`config.mk`:
```
export PLATFORM = sky130hd
export DESIGN_NAME = fetch_ctrl_flat
export DESIGN_NICKNAME = d
export VERILOG_FILES = /design/src/rtl/fetch_ctrl_pkg.sv /design/src/rtl/fetch_ctrl_if.sv /design/src/rtl/fetch_ctrl_sat_counter16.sv /design/src/rtl/fetch_ctrl.sv /design/src/flat_wrapper.sv
export SDC_FILE = /design/constraint.sdc
export NUM_CORES = 1
export LEC_CHECK = 0
export ABC_CLOCK_PERIOD_IN_PS = 2900
export BUFFER_PORTS_ARGS = -buffer_cell sky130_fd_sc_hd__buf_4
export CORE_MARGIN = 1
export CORE_UTILIZATION = 50
export DETAILED_ROUTE_END_ITERATION = 16
export GPL_TIMING_DRIVEN = 1
export HOLD_SLACK_MARGIN = 0.1
export PLACE_DENSITY_LB_ADDON = 0.25
export SYNTH_ARGS = -nofsm -noshare
export SYNTH_HDL_FRONTEND = slang
export SYNTH_HIERARCHICAL = 1
export SYNTH_SLANG_ARGS = --single-unit
```
`constraint.sdc`:
```
create_clock -name clk -period 2.9 [get_ports clk]
set_input_delay 0.29 -clock clk [delete_from_list [all_inputs] [get_ports clk]]
set_output_delay 0.29 -clock clk [all_outputs]
set_load 0.02 [all_outputs]
```
`src/rtl/fetch_ctrl_pkg.sv`:
```
// fetch_ctrl_pkg: shared widths, FSM state encoding and default hazard timings
package fetch_ctrl_pkg;
  localparam int LENGTH_INSTR_MEM = 10;
  localparam int DEF_LOAD_STALL = 2;
  localparam int DEF_FLUSH_CYCLES = 2;
  typedef enum logic [1:0] {
    RUN   = 2'b00,
    STALL = 2'b01,
    FLUSH = 2'b10,
    HALT  = 2'b11
  } state_t;
endpackage

```
`src/rtl/fetch_ctrl_if.sv`:
```
// fetch_ctrl_if: hazard events in, PC / pipeline-register controls and status out
interface fetch_ctrl_if;
  import fetch_ctrl_pkg::*;
  logic                        iBr_taken;
  logic [LENGTH_INSTR_MEM-1:0] iBr_dir;
  logic                        iLoad_use;
  logic                        iHalt;
  logic                        oPc_en;
  logic                        oPc_load;
  logic [LENGTH_INSTR_MEM-1:0] oPc_dir;
  logic                        oIfId_hold;
  logic                        oIfId_flush;
  logic                        oIdEx_bubble;
  logic [1:0]                  oState;
  logic [15:0]                 oStall_cnt;
  logic [15:0]                 oFlush_cnt;
  modport master (
    output iBr_taken, iBr_dir, iLoad_use, iHalt,
    input  oPc_en, oPc_load, oPc_dir, oIfId_hold, oIfId_flush, oIdEx_bubble,
           oState, oStall_cnt, oFlush_cnt
  );
  modport slave (
    input  iBr_taken, iBr_dir, iLoad_use, iHalt,
    output oPc_en, oPc_load, oPc_dir, oIfId_hold, oIfId_flush, oIdEx_bubble,
           oState, oStall_cnt, oFlush_cnt
  );
endinterface

```
`src/rtl/fetch_ctrl_sat_counter16.sv`:
```
// sat_counter16: 16-bit event counter that sticks at all-ones
module sat_counter16 (
  input  logic        clk,
  input  logic        reset,
  input  logic        en,
  output logic [15:0] q
);
  logic [15:0] cnt;
  always_ff @(posedge clk or negedge reset)
    if (!reset) cnt <= '0;
    else if (en && cnt != 16'hFFFF) cnt <= cnt + 16'd1;
  assign q = cnt;
endmodule

```
`src/rtl/fetch_ctrl.sv`:
```
// fetch_ctrl: fetch-stage hazard FSM; a taken branch flushes, a load-use hazard
// or halt holds the front end, outputs decoded combinationally from state
module fetch_ctrl
  import fetch_ctrl_pkg::*;
#(
  parameter int LOAD_STALL   = DEF_LOAD_STALL,
  parameter int FLUSH_CYCLES = DEF_FLUSH_CYCLES
) (
  input logic         clk,
  input logic         reset,
  fetch_ctrl_if.slave bus
);
  state_t     state;
  logic [3:0] dcnt;
  logic       br, hold, flush, stall_inc;
  always_comb begin
    br = reset && bus.iBr_taken;
    hold = reset && !bus.iBr_taken && (state == STALL || state == HALT ||
           (state == RUN && (bus.iLoad_use || bus.iHalt)));
    stall_inc = reset && !bus.iBr_taken &&
                (state == STALL || (state == RUN && bus.iLoad_use));
    flush = br || (reset && state == FLUSH);
    bus.oPc_en = reset && !hold;
    bus.oPc_load = br;
    bus.oPc_dir = br ? bus.iBr_dir : '0;
    bus.oIfId_hold = hold;
    bus.oIfId_flush = flush;
    bus.oIdEx_bubble = flush || hold;
    bus.oState = state;
  end
  // dcnt holds the remaining extra cycles; FLUSH leaves once it would reach zero
  always_ff @(posedge clk or negedge reset)
    if (!reset) begin
      state <= RUN;
      dcnt <= '0;
    end else if (bus.iBr_taken) begin
      state <= FLUSH_CYCLES > 1 ? FLUSH : RUN;
      dcnt <= 4'(FLUSH_CYCLES - 1);
    end else
      case (state)
        RUN:
          if (bus.iLoad_use) begin
            state <= LOAD_STALL > 1 ? STALL : RUN;
            dcnt <= LOAD_STALL > 1 ? 4'(LOAD_STALL - 2) : 4'd0;
          end else if (bus.iHalt) state <= HALT;
        STALL: begin
          state <= dcnt == 4'd0 ? RUN : STALL;
          dcnt <= dcnt == 4'd0 ? 4'd0 : dcnt - 4'd1;
        end
        FLUSH: begin
          state <= dcnt > 4'd1 ? FLUSH : (bus.iHalt ? HALT : RUN);
          dcnt <= dcnt == 4'd0 ? 4'd0 : dcnt - 4'd1;
        end
        HALT: state <= bus.iHalt ? HALT : RUN;
      endcase
  sat_counter16 u_stall (.clk(clk), .reset(reset), .en(stall_inc), .q(bus.oStall_cnt));
  sat_counter16 u_flush (.clk(clk), .reset(reset), .en(br), .q(bus.oFlush_cnt));
endmodule
```
`src/flat_wrapper.sv`:
```
// flat-port wrapper written by rule: the top's interface ports become plain ports
module fetch_ctrl_flat import fetch_ctrl_pkg::*;
#(
  parameter int LOAD_STALL   = DEF_LOAD_STALL,
  parameter int FLUSH_CYCLES = DEF_FLUSH_CYCLES
)
  (clk, reset, bus_iBr_taken, bus_iBr_dir, bus_iLoad_use, bus_iHalt, bus_oPc_en, bus_oPc_load, bus_oPc_dir, bus_oIfId_hold, bus_oIfId_flush, bus_oIdEx_bubble, bus_oState, bus_oStall_cnt, bus_oFlush_cnt);
  fetch_ctrl_if bus_i ();
  input logic clk;
  input logic reset;
  input wire logic [$bits(bus_i.iBr_taken)-1:0] bus_iBr_taken;
  input wire logic [$bits(bus_i.iBr_dir)-1:0] bus_iBr_dir;
  input wire logic [$bits(bus_i.iLoad_use)-1:0] bus_iLoad_use;
  input wire logic [$bits(bus_i.iHalt)-1:0] bus_iHalt;
  output wire logic [$bits(bus_i.oPc_en)-1:0] bus_oPc_en;
  output wire logic [$bits(bus_i.oPc_load)-1:0] bus_oPc_load;
  output wire logic [$bits(bus_i.oPc_dir)-1:0] bus_oPc_dir;
  output wire logic [$bits(bus_i.oIfId_hold)-1:0] bus_oIfId_hold;
  output wire logic [$bits(bus_i.oIfId_flush)-1:0] bus_oIfId_flush;
  output wire logic [$bits(bus_i.oIdEx_bubble)-1:0] bus_oIdEx_bubble;
  output wire logic [$bits(bus_i.oState)-1:0] bus_oState;
  output wire logic [$bits(bus_i.oStall_cnt)-1:0] bus_oStall_cnt;
  output wire logic [$bits(bus_i.oFlush_cnt)-1:0] bus_oFlush_cnt;
  assign bus_i.iBr_taken = bus_iBr_taken;
  assign bus_i.iBr_dir = bus_iBr_dir;
  assign bus_i.iLoad_use = bus_iLoad_use;
  assign bus_i.iHalt = bus_iHalt;
  assign bus_oPc_en = bus_i.oPc_en;
  assign bus_oPc_load = bus_i.oPc_load;
  assign bus_oPc_dir = bus_i.oPc_dir;
  assign bus_oIfId_hold = bus_i.oIfId_hold;
  assign bus_oIfId_flush = bus_i.oIfId_flush;
  assign bus_oIdEx_bubble = bus_i.oIdEx_bubble;
  assign bus_oState = bus_i.oState;
  assign bus_oStall_cnt = bus_i.oStall_cnt;
  assign bus_oFlush_cnt = bus_i.oFlush_cnt;
  fetch_ctrl #(.LOAD_STALL(LOAD_STALL), .FLUSH_CYCLES(FLUSH_CYCLES)) u_core (.clk(clk), .reset(reset), .bus(bus_i));
endmodule
```
# Yosys cells after proc, flatten, opt, wreduce, memory -nomap -nowiden
# Index checks and enable logic that the tools add are counted.
# word_totals
register_bits,38
# classes
reduce_logical,23
n_lt_le_gt_ge,1
eq_ne,7
addsub,3
muxes,12
# op_table
operator,count
16-bit by 1-bit adder with 16-bit output (second input constant),2
16-bit != test (second input constant),2
4-bit 2-to-1 mux,3
1-bit logical AND,10
10-bit 2-to-1 mux,1
2-bit 2-to-1 mux,5
2-bit case mux with 4 select lines,1
4-bit case mux with 2 select lines,1
1-bit logical OR,6
2-bit == test (second input constant),2
4-bit by 1-bit > comparator with 1-bit output (second input constant),1
4-bit zero test,1
4-bit != test (second input constant),1
4-bit by 1-bit subtractor with 4-bit output (second input constant),1
3-bit != test (second input constant),1
3-bit nonzero test,1
2-bit by 1-bit == test with 1-bit output (second input constant),1
1-bit zero test,2
2-bit zero test,1
2-bit AND reduction,1
2-bit OR reduction,1
1-bit 2-to-1 mux,1

# Longest topological paths before layout
# depth
word_depth,6
ltp_mapped,8

# Hierarchy
# Netlist, hierarchy kept.
# modules_own_cells
mod,area_each_um2,cells_per_inst,instances,seq_area_each_um2
sat_counter16,859.6,72,2,400.4
fetch_ctrl,551.8,66,1,150.1

# Worst setup path before layout
# OpenSTA, ideal clock, no wires.
# synth_timing
kind,reg-to-reg
from,"reg u_core.state[0], in the netlist u_core/bus.oState[0]"
to,"reg u_core.u_stall.cnt[7], in the netlist u_core/u_stall/q[7]"
t_arrival_ns,1.966
setup_slack_ns,0.802
path_buffers,0
required_time_ns,2.768
stages_incl_launch_ff,9
cell_sequence,dfrtp_1 inv_1 ha_1 and2_1 o211a_1 and3_1 and4_2 a31oi_1 a31oi_1
# synth_via
elab_chain_cells,5
elab_cells_between_ends,6
cone_classes,1 x eq/ne; 5 x reduce/logical
# synth_rtl
element,line,source
from (decl),fetch_ctrl.sv:13,state_t state;
from (signal assigned),fetch_ctrl.sv:37,state <= FLUSH_CYCLES > 1 ? FLUSH : RUN;
from (signal assigned),fetch_ctrl.sv:43,state <= LOAD_STALL > 1 ? STALL : RUN;
from (signal assigned),fetch_ctrl.sv:47,state <= dcnt == 4'd0 ? RUN : STALL;
2-bit zero test,fetch_ctrl.sv:21,(state == STALL || (state == RUN && bus.iLoad_use));
1-bit logical AND,fetch_ctrl.sv:21,
1-bit logical OR (*),fetch_ctrl.sv:21,
1-bit logical AND (*),fetch_ctrl.sv:20,stall_inc = reset && !bus.iBr_taken &&
net u_core.stall_inc,fetch_ctrl.sv:15,"logic br, hold, flush, stall_inc;"
1-bit logical AND (*),fetch_ctrl_sat_counter16.sv:11,else if (en && cnt != 16'hFFFF) cnt <= cnt + 16'd1;
to (signal assigned),fetch_ctrl_sat_counter16.sv:11,
to (decl),fetch_ctrl_sat_counter16.sv:8,logic [15:0] cnt;
# Mark *: on every way through the listed nets, which the timed path passes. The rest lies on a longest branch.
# A chain may end at the register's enable or synchronous reset.

# Worst setup path in the final report
# layout_timing
from,in reset
to,"reg u_core.u_flush.cnt[5], in the netlist u_core/u_flush/q[5]"
# layout_via
elab_chain_cells,2
# layout_rtl
element,line,source
from (decl),flat_wrapper.sv:10,input logic reset;
1-bit logical AND,fetch_ctrl.sv:17,br = reset && bus.iBr_taken;
1-bit logical AND,fetch_ctrl_sat_counter16.sv:11,
to (signal assigned),fetch_ctrl_sat_counter16.sv:11,
to (decl),fetch_ctrl_sat_counter16.sv:8,
# Every way passes these cells.

==> impl_results.rst <==
.. list-table::
   :header-rows: 1

   * - Metric
     - Value
   * - Status
     - finished, final reports clean
   * - Data required time of the worst path
     - 3.08 ns
   * - Post-layout worst setup margin
     - 0.630 ns
   * - Placer Congestion
     - 0.866
   * - Fin. max-slew vios
     - 0
   * - Post-synthesis net count
     - 231
   * - Fin Setup TNS
     - 0 ns
   * - Starting Density
     - 52.2%
   * - Total power draw
     - 0.00161 W
   * - Sequential element share of the synthesized area
     - 41.9%
   * - Highest Clock Rate
     - 440 MHz
   * - Clock group share of total power
     - 23.7%
   * - Post-synthesis area per instance
     - 10.8 sq um
   * - Share of final-layout standard cells stronger than drive strength 1
     - 34.4%
   * - Number of global-route vias before repair
     - 1917
   * - CTS root buf
     - clkbuf_8
   * - Cells after Synth
     - 210
   * - Count of boundary I/O pins
     - 64
   * - Max capacitance violation total
     - 0
   * - Post-cts sizing count
     - 0
   * - Most used flip-flop cell after synthesis
     - dfrtp_1
   * - Total track usage
     - 22.3%
   * - Post-route cell area
     - 0.00290 sq mm
   * - Total number of nets in the final design
     - 299
   * - P_sw
     - 0.000596 W
   * - Dpl hpwl
     - 3750 um
   * - H-tree depth
     - 2
   * - Cell Rows
     - 24
   * - DIE HEIGHT
     - 69.4 um
   * - Startpoint class of the critical path
     - primary input
   * - First-pass detailed-route iteration total
     - 4
   * - Number of CTS-inserted buffers
     - 5
   * - Number of buffers added to fix hold violations after cts
     - 1
   * - Number of enable-type register cells in the synthesized netlist
     - 0
   * - Async S/R FF share, synth
     - 100%
   * - Routed WL
     - 5060 um
   * - Pre-CTS setup slack
     - 0.756 ns
   * - Maximum fanout count along the critical path
     - 53
   * - Met1 Resource Use GR
     - 29.3%
   * - Total congestion overflow
     - 0
   * - Global route hottest layer
     - met2
   * - Net switching fraction of the power
     - 37.1%
   * - Number of sinks on the clock net
     - 38
   * - Wire length of the first global-routing pass
     - 8830 um
   * - Worst-skew pair later-pin latency
     - 0.28 ns
   * - Maximum number of pins on one net before global-route repair
     - 54
   * - Top cells by area, synth
     - dfrtp_1 42%, o21a_1 4.6%, nand4_1 4.4%, and3_1 3.9%, xnor2_1 3.9%
   * - Class of the tightest hold or removal check
     - in -> reg
   * - Top cell type by total area after synthesis
     - dfrtp_1
   * - Layout overhead on the synthesized area
     - 27.8%
   * - Final worst clock skew
     - 0.00617 ns
   * - Relative max-transition margin
     - 62.4%
   * - Vias per inst
     - 5.88
   * - Arrival time of data at the critical path endpoint
     - 2.45 ns
   * - Ys Warns
     - 6
   * - Placed cell areas
     - 0.00280 sq mm
   * - Die Area
     - 0.00482 sq mm
   * - Least-Margin Pin Slew
     - 0.565 ns
   * - Grt met2 use
     - 37.2%
   * - Cell area after synthesis
     - 0.00227 sq mm
   * - Filler cell count
     - 347
   * - Met3 GRT Util
     - 4.80%
   * - Yosys cell types
     - 45
   * - Proportion of power drawn by combinational gates
     - 31.9%
   * - CTS clk-pin slew, worst paths
     - 0.08 ns
   * - Total via count in the routed design
     - 1946
   * - Tightest hold margin
     - 0.344 ns
   * - Number of I/O port buffers
     - 63
   * - Static leakage power
     - 1.40 nW
   * - Total inserted antenna cells
     - 0
   * - X dimension of the die
     - 69.4 um
   * - Flop and latch count out of synthesis
     - 38
   * - Routed len/inst
     - 15.3 um
   * - Final period util
     - 78.3%
   * - Proportion of power drawn by flip-flops and latches
     - 44.4%
   * - Core Region
     - 0.00435 sq mm
   * - DR iter-0 viols
     - 91
   * - Internal Pwr Total
     - 0.00101 W
   * - Worst Path Class, Setup
     - in -> reg
   * - Crit end category
     - register
   * - Max VDD drop
     - 423 uV
   * - Final-report setup violation count
     - 0
   * - Total DRC errors in the routed layout
     - 0
   * - Initial antenna violation count
     - 0
   * - Clock period minus final worst setup slack
     - 2.27 ns
   * - Power density normalized to cell area
     - 553 mW/mm^2
   * - Maximum buffer depth of the clock tree
     - 2
   * - Final count of hold timing violations
     - 0
   * - Unrepaired setup endpoints after global routing
     - no
   * - TritonCTS clock tree
     - yes
   * - Share of the synthesized area in the top cell type
     - 41.9%
   * - Antenna Violating Nets Remaining
     - 0
   * - Number of setup buffers added after CTS
     - 0
## flip-flops by register name (all words and copies together), names as in the netlist
| signal | count |
|---|---|
| u_core/bus.oState | 2 |
| u_core/u_flush/q | 16 |
| u_core/u_stall/q | 16 |
| u_core/dcnt | 4 |
## metal layers
| metal | up-vias | wire (um) |
|---|---|---|
| met1 | 940 | 2240 |
| met2 | 48 | 2590 |
| met5 | - | 0 |
| li1 | 954 | - |
| met3 | 4 | 197 |
| met4 | 0 | 28 |
## Yosys cell counts, types with 2 or more instances
master and count:
mux2_1 2, xor2_1 4, a32oi_1 2, o21ai_0 6, a31oi_1 8, ha_1 6
nand3_1 10, dfrtp_1 38, and4_4 2, nor2_2 2, nand4_4 2, and2_1 2
xnor2_1 10, o31ai_4 2, and4_1 2, nand4_2 2, nor2_1 9, nand2b_1 3
and4b_1 2, o21a_1 14, o211ai_1 2, nand4_1 16, and3_1 14, inv_1 4
nor3_2 3, nand3_4 2, nor4_4 4, nand2_1 11, clkbuf_1 2, and4_2 2
a21oi_1 8
## power by group through the flow
stage	combinational [W]	clock, W	sequential, W
finish	0.000513	0.000380	0.000713
global route	0.000556	0.000413	0.000729
CTS	0.000513	0.000394	0.000715
detailed placement	0.000509	0	0.000726
global placement	0.000495	0	0.000724
floorplan	0.000230	0	0.000781
## worst paths after layout
kind,startpoint,slack (ns),endpoint,cells after the start
min,bus_iBr_taken,0.34,u_core/bus.oState[0]$_DFFE_PN0P_,2
min reg2reg,u_core/u_stall/q[15]$_DFFE_PN0P_,0.53,u_core/u_stall/q[15]$_DFFE_PN0P_,1
min in group asynchronous,reset,0.54,u_core/u_flush/q[15]$_DFFE_PN0P_,2
max,reset,0.63,u_core/u_flush/q[5]$_DFFE_PN0P_,7
max in group asynchronous,reset,1.97,u_core/u_stall/q[8]$_DFFE_PN0P_,2
max reg2reg,u_core/bus.oState[0]$_DFFE_PN0P_,0.71,u_core/u_stall/q[5]$_DFFE_PN0P_,8
## per-stage QoR
stage	util [%]	std cells
final	66.6	331
after global routing	66.6	331
after CTS	66.6	331
after detailed placement	64.2	322
after global placement	64.2	322
after floorplan	-	210
## area by class of cell
type / count / area (sq um) / share of cell area [%]
multi-input cells: 164 / 1290 / 44.4
inverters: 5 / 18.8 / 0.647
clock inverters: 2 / 12.5 / 0.431
well taps: 52 / 65.1 / 2.24
clock buffers: 6 / 82.6 / 2.85
flip-flops and latches: 38 / 951 / 32.8
repair buffers: 64 / 483 / 16.6
## logic make-up (layout without fill, tap and decap cells)
group / count (synthesis) / in the layout / share of synthesized area, %
AND/OR/NAND/NOR: 92 / 92 / 30.2
AO/OA/AOI/OAI: 50 / 50 / 16.9
flip-flops: 38 / 38 / 41.9
XOR/XNOR: 14 / 14 / 5.40
buffers and inverters: 8 / 77 / 1.38
adder cells (fa/ha/maj): 6 / 6 / 3.31
multiplexers: 2 / 2 / 0.992
## placed cells by master, fill, tap and decap left out, types with 3 or more instances in the layout
cell / n
clkbuf_8: 6
nand2_1: 11
xor2_1: 4
inv_1: 4
o21ai_0: 6
nand2b_1: 3
ha_1: 6
dfrtp_1: 38
nor2_1: 9
and3_1: 14
buf_4: 63
nand3_1: 10
xnor2_1: 10
nand4_1: 16
nor4_4: 4
o21a_1: 14
nor3_2: 3
a31oi_1: 8
a21oi_1: 8
## critical path, cell delays in order
cell	delay [ns]
dlygate4sd3_1	0.53
buf_4	0.48
and2_1	0.37
and3_1	0.30
and4_2	0.27
o211ai_1	0.09
o21a_1	0.12
(Power assumes the default switching activity.)
